$ cat src/rtl/vram_pkg.sv
// Shared defaults, vertical-blank boundary row and state/slot encodings
// for the double-buffered pixel RAM arbiter.
package vram_pkg;

  localparam int XW_DEF = 8;
  localparam int YW_DEF = 8;
  localparam int DW_DEF = 8;

  // First row of vertical blank; bank swaps are aligned to its first pixel tick.
  localparam int VD = 480;

  typedef enum logic {
    SWAP_IDLE    = 1'b0,
    SWAP_PENDING = 1'b1
  } swap_state_e;

  typedef enum logic [1:0] {
    SLOT_IDLE = 2'd0,
    SLOT_DISP = 2'd1,
    SLOT_PROC = 2'd2
  } slot_e;

endpackage

$ cat src/rtl/vram_swap_ctrl.sv
// Bank-swap controller: latches a swap request and flips the displayed bank
// at the next vertical-blank boundary, pulsing swap_done_o afterwards.
module vram_swap_ctrl
  import vram_pkg::*;
(
  input  logic clk,
  input  logic rst_n,
  input  logic swap_req_i,
  input  logic boundary_i,
  output logic swap_cycle_o,
  output logic disp_bank_o,
  output logic swap_done_o
);

  swap_state_e state_q, state_d;
  logic        bank_q, bank_d;
  logic        done_q, done_d;

  // Swap FSM next state; swap_cycle_o marks the cycle whose end flips the bank.
  always_comb begin
    state_d      = state_q;
    bank_d       = bank_q;
    done_d       = 1'b0;
    swap_cycle_o = 1'b0;
    case (state_q)
      SWAP_IDLE: begin
        if (swap_req_i) begin
          state_d = SWAP_PENDING;
        end else begin
          state_d = SWAP_IDLE;
        end
      end
      SWAP_PENDING: begin
        if (boundary_i) begin
          swap_cycle_o = 1'b1;
          bank_d       = ~bank_q;
          done_d       = 1'b1;
          state_d      = SWAP_IDLE;
        end else begin
          state_d = SWAP_PENDING;
        end
      end
      default: begin
        state_d = SWAP_IDLE;
      end
    endcase
  end

  // State, bank and done-pulse registers.
  always_ff @(posedge clk or negedge rst_n) begin
    if (!rst_n) begin
      state_q <= SWAP_IDLE;
      bank_q  <= 1'b0;
      done_q  <= 1'b0;
    end else begin
      state_q <= state_d;
      bank_q  <= bank_d;
      done_q  <= done_d;
    end
  end

  assign disp_bank_o = bank_q;
  assign swap_done_o = done_q;

endmodule

$ cat src/rtl/vram_arbiter.sv
// Arbitrates one single-port pixel RAM between the display fetch (priority on
// in-window pixel ticks) and the filter processor, with double-buffered banks.
module vram_arbiter
  import vram_pkg::*;
#(
  parameter  int XW = XW_DEF,
  parameter  int YW = YW_DEF,
  parameter  int DW = DW_DEF,
  localparam int AW = XW + YW
) (
  input  logic          clk,
  input  logic          rst_n,
  input  logic          p_tick,
  input  logic          video_on,
  input  logic [9:0]    pixel_x,
  input  logic [9:0]    pixel_y,
  input  logic          proc_req,
  input  logic          proc_we,
  input  logic [AW-1:0] proc_addr,
  input  logic [DW-1:0] proc_wdata,
  output logic          proc_gnt,
  output logic          proc_rvalid,
  output logic [DW-1:0] proc_rdata,
  input  logic          swap_req,
  output logic          swap_done,
  output logic          disp_bank,
  output logic          mem_en,
  output logic          mem_we,
  output logic [AW:0]   mem_addr,
  output logic [DW-1:0] mem_wdata,
  input  logic [DW-1:0] mem_rdata,
  output logic [DW-1:0] pix_data,
  output logic          pix_valid
);

  localparam logic [10:0] IMG_W_L = 11'(2 ** XW);
  localparam logic [10:0] IMG_H_L = 11'(2 ** YW);

  logic    in_window_s;
  logic    boundary_s;
  logic    swap_cycle_s;
  slot_e   slot_s;

  logic    disp_tag_q, disp_tag_d;
  logic    blank_tag_q, blank_tag_d;
  logic    proc_tag_q, proc_tag_d;
  logic [DW-1:0] pix_data_q, pix_data_d;
  logic    pix_valid_q, pix_valid_d;

  assign in_window_s = video_on && ({1'b0, pixel_x} < IMG_W_L) && ({1'b0, pixel_y} < IMG_H_L);
  assign boundary_s  = p_tick && (pixel_y == 10'(VD)) && (pixel_x == 10'd0);

  vram_swap_ctrl u_swap (
    .clk          (clk),
    .rst_n        (rst_n),
    .swap_req_i   (swap_req),
    .boundary_i   (boundary_s),
    .swap_cycle_o (swap_cycle_s),
    .disp_bank_o  (disp_bank),
    .swap_done_o  (swap_done)
  );

  // Slot decision and RAM command; the bus stays quiet while reset is held.
  always_comb begin
    slot_s    = SLOT_IDLE;
    proc_gnt  = 1'b0;
    mem_en    = 1'b0;
    mem_we    = 1'b0;
    mem_addr  = '0;
    mem_wdata = '0;
    if (!rst_n) begin
      slot_s = SLOT_IDLE;
    end else if (p_tick && in_window_s) begin
      slot_s   = SLOT_DISP;
      mem_en   = 1'b1;
      mem_addr = {disp_bank, pixel_y[YW-1:0], pixel_x[XW-1:0]};
    end else if (proc_req && !swap_cycle_s) begin
      slot_s    = SLOT_PROC;
      proc_gnt  = 1'b1;
      mem_en    = 1'b1;
      mem_we    = proc_we;
      mem_addr  = {~disp_bank, proc_addr};
      mem_wdata = proc_wdata;
    end else begin
      slot_s = SLOT_IDLE;
    end
  end

  // Read-return tags and display pixel pipeline next state.
  always_comb begin
    disp_tag_d  = (slot_s == SLOT_DISP);
    blank_tag_d = rst_n && p_tick && !in_window_s;
    proc_tag_d  = (slot_s == SLOT_PROC) && !proc_we;
    pix_data_d  = pix_data_q;
    pix_valid_d = pix_valid_q;
    if (disp_tag_q) begin
      pix_data_d  = mem_rdata;
      pix_valid_d = 1'b1;
    end else if (blank_tag_q) begin
      pix_data_d  = '0;
      pix_valid_d = 1'b0;
    end else begin
      pix_data_d  = pix_data_q;
      pix_valid_d = pix_valid_q;
    end
  end

  // Tag and pixel registers; reset drops any read still in flight.
  always_ff @(posedge clk or negedge rst_n) begin
    if (!rst_n) begin
      disp_tag_q  <= 1'b0;
      blank_tag_q <= 1'b0;
      proc_tag_q  <= 1'b0;
      pix_data_q  <= '0;
      pix_valid_q <= 1'b0;
    end else begin
      disp_tag_q  <= disp_tag_d;
      blank_tag_q <= blank_tag_d;
      proc_tag_q  <= proc_tag_d;
      pix_data_q  <= pix_data_d;
      pix_valid_q <= pix_valid_d;
    end
  end

  assign pix_data    = pix_data_q;
  assign pix_valid   = pix_valid_q;
  // Processor read data is the RAM output qualified by the registered tag.
  assign proc_rvalid = proc_tag_q;
  assign proc_rdata  = proc_tag_q ? mem_rdata : '0;

endmodule

$ cat config.mk
export PLATFORM = sky130hd
export DESIGN_NAME = vram_arbiter
export DESIGN_NICKNAME = d
export VERILOG_FILES = /design/src/rtl/vram_pkg.sv /design/src/rtl/vram_swap_ctrl.sv /design/src/rtl/vram_arbiter.sv
export SDC_FILE = /design/constraint.sdc
export NUM_CORES = 1
export LEC_CHECK = 0
export BUFFER_PORTS_ARGS = -buffer_cell sky130_fd_sc_hd__buf_2
export CORE_ASPECT_RATIO = 1.25
export CORE_MARGIN = 4
export CORE_UTILIZATION = 40
export CTS_BUF_LIST = sky130_fd_sc_hd__clkbuf_8
export DETAILED_ROUTE_END_ITERATION = 7
export GPL_TIMING_DRIVEN = 0
export PLACE_DENSITY = 0.95
export SYNTH_ARGS = -nofsm -noshare
export SYNTH_HDL_FRONTEND = slang
export SYNTH_SLANG_ARGS = --single-unit
$ cat constraint.sdc
create_clock -name clk -period 2.77 [get_ports clk]
set_clock_uncertainty 0.15 [all_clocks]
set_input_delay 0.277 -clock clk [delete_from_list [all_inputs] [get_ports clk]]
set_output_delay 0.277 -clock clk [all_outputs]
set_load 0.01 [all_outputs]
==> key figures <==
Outcome
  – Status: completed

Finish
  – Diode count: 0
  – Share of layout cells above drive strength 1: 0.540
  – Most frequent cells in the layout: buf_2 (109), nand3_1 (33), dfrtp_1 (15)
  – Area delta synth->final: 56.8%
  – Fill count: 266
  – Final core utilization: 0.653
  – Commonest non-fill, non-tap cell in the layout: buf_2
  – Nets: 299

Critical path
  – Critical path's slowest cell: dfrtp_1
  – Worst path required time: 2340 ps
  – Crit path max-delay family: simple AND/OR/NAND/NOR gates
  – Crit path buf inv count: 2
  – Critical path peak fanout: 10
  – Worst setup EP type: primary output
  – Worst reg2reg setup slack: 1140 ps
  – Startpoint Class: flip-flop
  – CP Cell Sequence: nor4b_2, nand4_4, nor2_8, buf_8, o21ai_2, buf_2
  – CP Class: flip-flop to primary output
  – Crit path arrival time: 1760 ps
  – Slowest stage delay, CP: 350 ps

Floorplanning
  – Die ar.: approximately 0.0037 mm²
  – Die width: 55.0 µm
  – Chip height: 66.8 µm
  – # rows: 21
  – IO Count: 107
  – Core area: 0.00265 mm²
  – Initial core utilization: 0.417

Route
  – Residual DRC count: 0
  – Drt total wl: 3800 µm
  – Final ANT Viol Nets: 0
  – Detailed Routing Iterations Pass 1: 4
  – Via count: 1404
  – Via density: 5.14
  – Drt first-iter violations: 32
  – Drt wl/cell: roughly 14 µm

Global routing
  – Vias in the first global route: 1376
  – First-pass GRT wire length: 5530 µm
  – Pin count of the biggest net entering global routing: 16
  – Grt ovf: 0
  – GRT Resource Usage Total: 0.201
  – Initial antenna violation count: 0

Timing
  – Slew @ Worst Pin: about 620 ps
  – Slew HR: 0.586
  – Final Setup Violations: 0
  – Unrepaired setup endpoints after global routing: false
  – Max-slew violation count: 0
  – Worst hold margin: 66.1 ps
  – Setup tns final: 0 ps
  – Peak Freq: 457 MHz
  – Share of the clock period used by the worst path: 0.790
  – Hold Fails Final Rpt: 0
  – Clock period minus final worst setup slack: 2190 ps

CTS
  – Clk Latency, worst-skew pair: 240 ps
  – CTS Sinks: 15
  – Max H-tree Level: 1
  – Clock transition at path regs: 50 ps
  – Clock Path Buffers: 2
  – TritonCTS Buffers: 3
  – TritonCTS clock tree: built
  – Number of setup buffers added after CTS: 0
  – CTS root buf: clkbuf_8

Pwr
  – Pwr dens: 302 mW/mm²
  – Clock power share: 0.314
  – Internal power: ~0.39 mW
  – VDD IR-drop max: around 0.16 mV
  – Leakage: about 1.0 nW
  – Gate power share: 0.256
  – Seq pwr share: 0.431
  – Sw frac: 0.265
  – Reported net switching power: 0.139 mW

Place
  – Port Buffer Count: about 110
  – Global placer's final weighted congestion: 0.750
  – Post-DP HPWL: 3140 µm

Yosys
  – Yosys top cell area share: 0.339
  – Synth top area cells: dfrtp_1 (34%), nand3_1 (15%), o21ai_2 (7.1%)
  – Sequential area share after synthesis: 0.339
  – Synthesized area per cell: 8.64 µm²
  – Syn Nets: 187
  – Mapped Area: 0.00111 mm²
  – Count of different cell masters after synthesis: 29
  – Yosys top cell by area: dfrtp_1
  – Mapped Cells: 128
  – Yosys reg bits: 15
  – Yosys warns: 0

Job
  – MaxCap Viol Count: 0

Worst hold path
  – HP Class: input port to flip-flop
==> final cells by class <==
type | instances | area (µm²) | area share
clock inverters | 1 | 3.75 | 0.00216
well taps | 34 | 42.5 | 0.0245
flip-flops and latches | 15 | 375 | 0.216
multi-input cells | 100 | 667 | 0.385
repair buffers | 107 | 541 | 0.312
plain buffers | 10 | 52.6 | 0.0303
inverters | 3 | 11.3 | 0.00649
clock buffers | 3 | 41.3 | 0.0238
==> state kept, by name, indices dropped and copies added (netlist names) <==
register	cells
disp_tag_q	1
u_swap.state_q	1
pix_data	8
blank_tag_q	1
pix_valid	1
proc_rvalid	1
u_swap.disp_bank_o	1
u_swap.swap_done_o	1
==> layer usage <==
metal / global-route usage / vias to the layer above / share of wire
met5: 0 / - / 0
met4: 0.0760 / 0 / 0.018
met3: 0.0291 / 7 / 0.096
met2: 0.382 / 70 / 0.52
met1: 0.210 / 628 / 0.36
li1: - / 699 / -
==> worst paths after layout <==
path / startpoint / to / cells after the start
setup / recovery: u_swap.state_q / mem_addr[11] / 6
hold / removal: proc_we / proc_rvalid / 2
setup reg to reg: u_swap.state_q / u_swap.state_q / 5
hold reg to reg: pix_data[0] / pix_data[0] / 1
max in group asynchronous: rst_n / pix_data[1] / 2
min in group asynchronous: rst_n / pix_data[3] / 2
==> what timing repair did <==
action	in CTS	in global routing
endpoints found under the hold margin	15	0
gates resized for setup	0	0
setup endpoints to repair	0	0
hold buffers	1	0
==> synth_stat cells, drive strengths merged <==
cell type and count:
or4 1, a31oi 1, nor4b 1, buf 4, nand3 33, a22o 8
nor4 1, and2 9, o31ai 1, xor2 1, clkbuf 6, and4 1
inv 3, nand4 2, dfrtp 15, o21ai 18, nand2 2, nor3 3
and3 9, nand4b 1, a21o 1, nor2 6, o21a 1
==> cells by family after synthesis <==
logic type,share of synthesized area
AND/OR/NAND/NOR,0.387
XOR/XNOR,0.00792
flip-flops,0.339
buffers and inverters,0.0577
AO/OA/AOI/OAI,0.208
==> metrics by stage <==
step                      power [mW]  cells  worst slack [ps]  cell area [µm²]
after floorplan                0.283    128               958             1110
after detailed placement       0.363    268               517             1680
after CTS                      0.531    273               562             1730
after global placement         0.358    268               585             1680
after global routing           0.553    273               438             1730
final                          0.524    273               581             1730
==> worst register-to-register path: cells and delay by family, from the launching register on <==
family,cells,cell delay [ps]
AND/OR/NAND/NOR,4,840
flip-flops,1,350
buffers and inverters,1,180
==> power by group through the flow <==
stage	Combinational (mW)	Clock (mW)	Sequential, mW
floorplan	0.0524	0	0.230
global placement	0.129	0	0.229
detailed placement	0.134	0	0.229
CTS	0.135	0.171	0.225
global route	0.149	0.178	0.226
finish	0.134	0.164	0.226
Note: power is estimated with default switching activity, not from simulation.
